===== config.mk =====
export PLATFORM = sky130hd
export DESIGN_NAME = sram_ctl
export DESIGN_NICKNAME = d
export VERILOG_FILES = /design/src/rtl/sram_ctl.sv
export SDC_FILE = /design/constraint.sdc
export NUM_CORES = 1
export LEC_CHECK = 0
export BUFFER_PORTS_ARGS = -buffer_cell sky130_fd_sc_hd__buf_2
export CAP_MARGIN = 25
export CORE_UTILIZATION = 41
export DETAILED_ROUTE_END_ITERATION = 8
export GPL_TIMING_DRIVEN = 0
export PLACE_DENSITY = 0.75
export SYNTH_ARGS = -nofsm -noshare
export SYNTH_HDL_FRONTEND = slang
export SYNTH_SLANG_ARGS = --single-unit

===== constraint.sdc =====
create_clock -name clk -period 2 [get_ports clk]
set_clock_uncertainty 0.15 [all_clocks]
set_input_delay 0.1 -clock clk [delete_from_list [all_inputs] [get_ports clk]]
set_output_delay 0.1 -clock clk [all_outputs]
set_load 0.03 [all_outputs]

===== src/rtl/sram_ctl.sv =====
// rtl/sram_ctl.sv - Responder for the 16-bit RAM request/ack bus driving an async 16-bit SRAM.
// One request at a time; read/write strobes timed by RD_WAIT/WR_WAIT wait states.
module sram_ctl #(
  parameter int RD_WAIT = 2,
  parameter int WR_WAIT = 2
) (
  input  logic        clk,
  input  logic        rst,
  input  logic        ram_req,
  input  logic [17:0] ram_addr,
  input  logic [15:0] ram_wdata,
  input  logic [1:0]  ram_wstrb,
  input  logic        ram_we,
  output logic        ram_ack,
  output logic [15:0] ram_rdata,
  output logic [17:0] sram_a,
  output logic [15:0] sram_dq_o,
  output logic        sram_dq_oe,
  input  logic [15:0] sram_dq_i,
  output logic        sram_ce_n,
  output logic        sram_oe_n,
  output logic        sram_we_n,
  output logic        sram_lb_n,
  output logic        sram_ub_n,
  output logic        busy,
  output logic        err
);

  typedef enum logic [2:0] {
    S_IDLE,
    S_RD,
    S_WR_SETUP,
    S_WR_PULSE,
    S_WR_HOLD
  } state_t;

  localparam logic [3:0] RD_LOAD = 4'(RD_WAIT - 1);
  localparam logic [3:0] WR_LOAD = 4'(WR_WAIT - 1);

  state_t      r_state;
  state_t      w_state_nx;
  logic [3:0]  r_cnt;
  logic [3:0]  w_cnt_nx;
  logic [1:0]  r_wstrb;
  logic [1:0]  w_strb_src;
  logic        w_accept;
  logic        w_rd_done;
  logic        w_wr_done;
  logic        w_ce_n_nx;
  logic        w_oe_n_nx;
  logic        w_we_n_nx;
  logic        w_lb_n_nx;
  logic        w_ub_n_nx;
  logic        w_dq_oe_nx;

  always_comb begin
    w_state_nx = r_state;
    w_cnt_nx   = r_cnt;
    w_accept   = 1'b0;
    w_rd_done  = 1'b0;
    w_wr_done  = 1'b0;
    case (r_state)
      S_IDLE: begin
        if (ram_req) begin
          w_accept = 1'b1;
          if (ram_we) begin
            w_state_nx = S_WR_SETUP;
          end else begin
            w_state_nx = S_RD;
            w_cnt_nx   = RD_LOAD;
          end
        end
      end
      S_RD: begin
        if (r_cnt == 4'd0) begin
          w_state_nx = S_IDLE;
          w_rd_done  = 1'b1;
        end else begin
          w_cnt_nx = r_cnt - 4'd1;
        end
      end
      S_WR_SETUP: begin
        w_state_nx = S_WR_PULSE;
        w_cnt_nx   = WR_LOAD;
      end
      S_WR_PULSE: begin
        if (r_cnt == 4'd0) begin
          w_state_nx = S_WR_HOLD;
        end else begin
          w_cnt_nx = r_cnt - 4'd1;
        end
      end
      S_WR_HOLD: begin
        w_state_nx = S_IDLE;
        w_wr_done  = 1'b1;
      end
      default: w_state_nx = S_IDLE;
    endcase
  end

  // Strobes are registered from the next state, so a write being accepted
  // this cycle must take its byte enables straight from the request.
  assign w_strb_src = w_accept ? ram_wstrb : r_wstrb;

  always_comb begin
    w_ce_n_nx  = 1'b1;
    w_oe_n_nx  = 1'b1;
    w_we_n_nx  = 1'b1;
    w_lb_n_nx  = 1'b1;
    w_ub_n_nx  = 1'b1;
    w_dq_oe_nx = 1'b0;
    case (w_state_nx)
      S_RD: begin
        w_ce_n_nx = 1'b0;
        w_oe_n_nx = 1'b0;
        w_lb_n_nx = 1'b0;
        w_ub_n_nx = 1'b0;
      end
      S_WR_SETUP, S_WR_PULSE, S_WR_HOLD: begin
        w_ce_n_nx  = 1'b0;
        w_dq_oe_nx = 1'b1;
        w_lb_n_nx  = ~w_strb_src[0];
        w_ub_n_nx  = ~w_strb_src[1];
        w_we_n_nx  = (w_state_nx != S_WR_PULSE);
      end
      default: ;
    endcase
  end

  always_ff @(posedge clk) begin
    if (rst) begin
      r_state    <= S_IDLE;
      r_cnt      <= 4'd0;
      r_wstrb    <= 2'b00;
      sram_a     <= 18'd0;
      sram_dq_o  <= 16'd0;
      ram_rdata  <= 16'd0;
      ram_ack    <= 1'b0;
      sram_ce_n  <= 1'b1;
      sram_oe_n  <= 1'b1;
      sram_we_n  <= 1'b1;
      sram_lb_n  <= 1'b1;
      sram_ub_n  <= 1'b1;
      sram_dq_oe <= 1'b0;
      busy       <= 1'b0;
      err        <= 1'b0;
    end else begin
      r_state    <= w_state_nx;
      r_cnt      <= w_cnt_nx;
      ram_ack    <= w_rd_done | w_wr_done;
      sram_ce_n  <= w_ce_n_nx;
      sram_oe_n  <= w_oe_n_nx;
      sram_we_n  <= w_we_n_nx;
      sram_lb_n  <= w_lb_n_nx;
      sram_ub_n  <= w_ub_n_nx;
      sram_dq_oe <= w_dq_oe_nx;
      busy       <= (w_state_nx != S_IDLE);
      if (w_accept) begin
        sram_a    <= ram_addr;
        sram_dq_o <= ram_wdata;
        r_wstrb   <= ram_wstrb;
      end
      if (w_rd_done) begin
        ram_rdata <= sram_dq_i;
      end
      // A request that arrives while an access is in flight is dropped.
      if (ram_req && (r_state != S_IDLE)) begin
        err <= 1'b1;
      end
    end
  end

endmodule


==> impl_metrics.json <==
{
  "outcome": "finished, final reports clean",
  "grt_start_max_net_pins": 12,
  "synth_edf_count": 0,
  "cts_tree": "done",
  "ir_worst_vdd_v": 0.000514,
  "cap_violations": 0,
  "drt_iter0_drc": 147,
  "via_count": 2705,
  "portBuffers": 113,
  "post-route-drc-count": 0,
  "root_buffer": "clkbuf_8",
  "path_class": "flop to flop",
  "cts_buffer_depth": 2,
  "final_util_pct": 69.4,
  "cts_sinks": 68,
  "cp-end-kind": "flop",
  "critical_path.max_stage_delay_ns": 0.40,
  "grt_pass1_wl_microns": 11400,
  "clkSlewWorstSetupHoldPaths_ns": 0.07,
  "rows": 27,
  "fin_cells": 554,
  "drt-pass1-iter-count": 5,
  "synth_area_leader_cell": "dfxtp_1",
  "globalRoute.totalOverflow": 0,
  "io_pins": 115,
  "grt_pass1_vias": 2471,
  "place_congestion": 0.778,
  "die_h_microns": 79.0,
  "crit_slowest_cell": "or3b_4",
  "ys_async_sr_fraction_pct": 0,
  "synthTopCellsByCount": "nand2_1 (104), dfxtp_1 (68), a21oi_1 (53)",
  "crit_family": "simple AND/OR/NAND/NOR gates",
  "synth_cell_types": 28,
  "syn-cell-area_sq_um": 2430,
  "muxShareOfSynthArea_pct": 0.927,
  "avgRoutedWirePerCell_microns": 13.5,
  "max_slew_margin_pct": 65.7,
  "cp_data_required_time_ns": 2.11,
  "antenna_found_initial": 0,
  "drive_above_1_share_pct": 32.2,
  "via_per_inst": 4.88,
  "path_buf_inv": 2,
  "period_needed_ns": 1.92,
  "crit_chain": "inv_4 -> ha_4 -> or3b_4 -> nor3_4 -> buf_4 -> nand2_1 -> a21oi_1",
  "synth_compound_area_share_pct": 14.0,
  "crit_arrival_ns": 2.03,
  "layout.nets": 535,
  "setup_viol": 0,
  "wirelength_microns": 7450,
  "cts_buffers": 9,
  "hold_viol": 0,
  "antennaDiodeCount": 0,
  "ant_nets": 0,
  "synth.most_common_cell": "nand2_1",
  "die_area_sq_um": 6240,
  "syn_area_per_cell_sq_um": 8.32,
  "synth_seq_cells": 68,
  "timing.fmax_mhz": 520,
  "yosysSeqAreaShare_pct": 56.0,
  "synth_ff_type": "dfxtp_1",
  "p_per_area_nw_per_um2": 869,
  "grt_use_total_pct": 23.5,
  "synth_fp_nets": 350,
  "p_leak_nw": 1.77,
  "cts_max_level": 3,
  "synthAdderAreaFrac_pct": 1.03,
  "synth_top_area_share_pct": 56.0,
  "synth-xor-area-share_pct": 0.360,
  "dp_hpwl_microns": 4320,
  "synth-simple-area-share_pct": 23.5,
  "cp-start-kind": "flop",
  "die_x_microns": 79.0,
  "area_growth_pct": 60.1,
  "clkLatencyLatePin_ns": 0.33,
  "netlist_top_cells_area": "dfxtp_1 (56%), nand2_1 (16%), a21oi_1 (11%)",
  "yosys_warnings": 0,
  "initial_core_util_pct": 43.3,
  "synth_top_family_by_area": "simple AND/OR/NAND/NOR gates",
  "place_inst": 477,
  "synth_cells": 292,
  "slew_violations": 0,
  "tightest_slew_ns": 0.513,
  "min_path_type": "primary input to flop",
  "core_area_sq_um": 5610,
  "post-route-period-util_pct": 96.2,
  "path_max_fanout": 10
}
==> timing repair <==
| item | in CTS | in global routing |
|---|---|---|
| pin swaps | 1 | 1 |
| hold endpoints to repair | 55 | 0 |
| gates resized for setup | 6 | 6 |
| gates cloned | 0 | 0 |
| setup endpoints to repair | 10 | 16 |
| buffers inserted | 4 | 5 |
| hold buffers | 53 | 0 |
==> path summary, 6_finish.rpt <==
path | startpoint | cells after the start | slack (ns) | endpoint
setup / recovery | r_cnt[0]$_SDFFE_PP0P_ | 7 | 0.08 | ram_rdata[8]$_SDFFE_PP0P_
hold / removal | rst | 2 | 0.03 | r_wstrb[1]$_SDFF_PP0_
setup reg to reg | r_cnt[0]$_SDFFE_PP0P_ | 7 | 0.08 | ram_rdata[8]$_SDFFE_PP0P_
hold reg to reg | ram_rdata[2]$_SDFFE_PP0P_ | 2 | 0.30 | ram_rdata[2]$_SDFFE_PP0P_
==> per-layer routing <==
metal	vias to the layer above	wire, microns	global-route usage [%]
met5	-	0	0
met4	0	180	10.2
met3	18	621	6.67
met2	129	3610	42.5
met1	1229	3040	25.3
li1	1329	-	-
==> power by group <==
group	switching, mW	leakage, nW	total [mW]	internal, mW
clock	0.490	0.0931	1.06	0.570
sequential	0.0557	0.558	1.52	1.46
combinational	0.483	1.11	0.803	0.320
total	1.03	1.77	3.38	2.35
==> cell families (layout without fill, tap and decap cells) <==
kind of cell / count (synthesis) / count (layout)
mux: 2 / 2
fa+ha+maj: 2 / 2
simple gates: 134 / 134
buf+inv: 21 / 211
xor+xnor: 1 / 1
flops: 68 / 68
compound gates: 64 / 64
==> layout make-up <==
class | instances | area, sq um
Buffer | 17 | 85.1
Clock buffer | 11 | 131
Clock inverter | 5 | 52.6
Fill cell | 460 | 1720
Inverter | 3 | 13.8
Multi-Input combinational cell | 203 | 987
Sequential cell | 68 | 1370
Tap cell | 72 | 90.1
Timing Repair Buffer | 175 | 1160
==> state kept, by name (all words and copies together), names as in the netlist <==
signal and flops:
sram_dq_oe 1, sram_a 18, sram_oe_n 1, sram_ce_n 1, sram_we_n 1, r_state 3, r_wstrb 2, sram_ub_n 1
r_cnt 4, ram_rdata 16, err 1, busy 1, sram_lb_n 1, ram_ack 1, sram_dq_o 16
==> cell usage in the layout (no fill, tap or decap), drive strengths merged, types with 5 or more instances in the layout <==
cell type,instances
a21oi,54
buf,129
clkbuf,21
dfxtp,68
dlygate4sd3,53
nor3,8
nand2,104
nor2,6
nor2b,5
==> metrics by stage <==
step	setup slack (ns)	setup TNS [ns]	cell area, sq um	hold slack, ns	power (mW)
after floorplan	0.0600	0	2430	0.0860	1.99
after global placement	-0.0228	-0.181	3090	0.191	2.19
after detailed placement	-0.0596	-0.431	3090	0.196	2.21
after CTS	0.0112	0	3840	0.0394	3.36
after global routing	-0.00634	-0.0123	3890	0.0622	3.54
final	0.0756	0	3890	0.0300	3.38
Power figures use the tool's default switching activity.
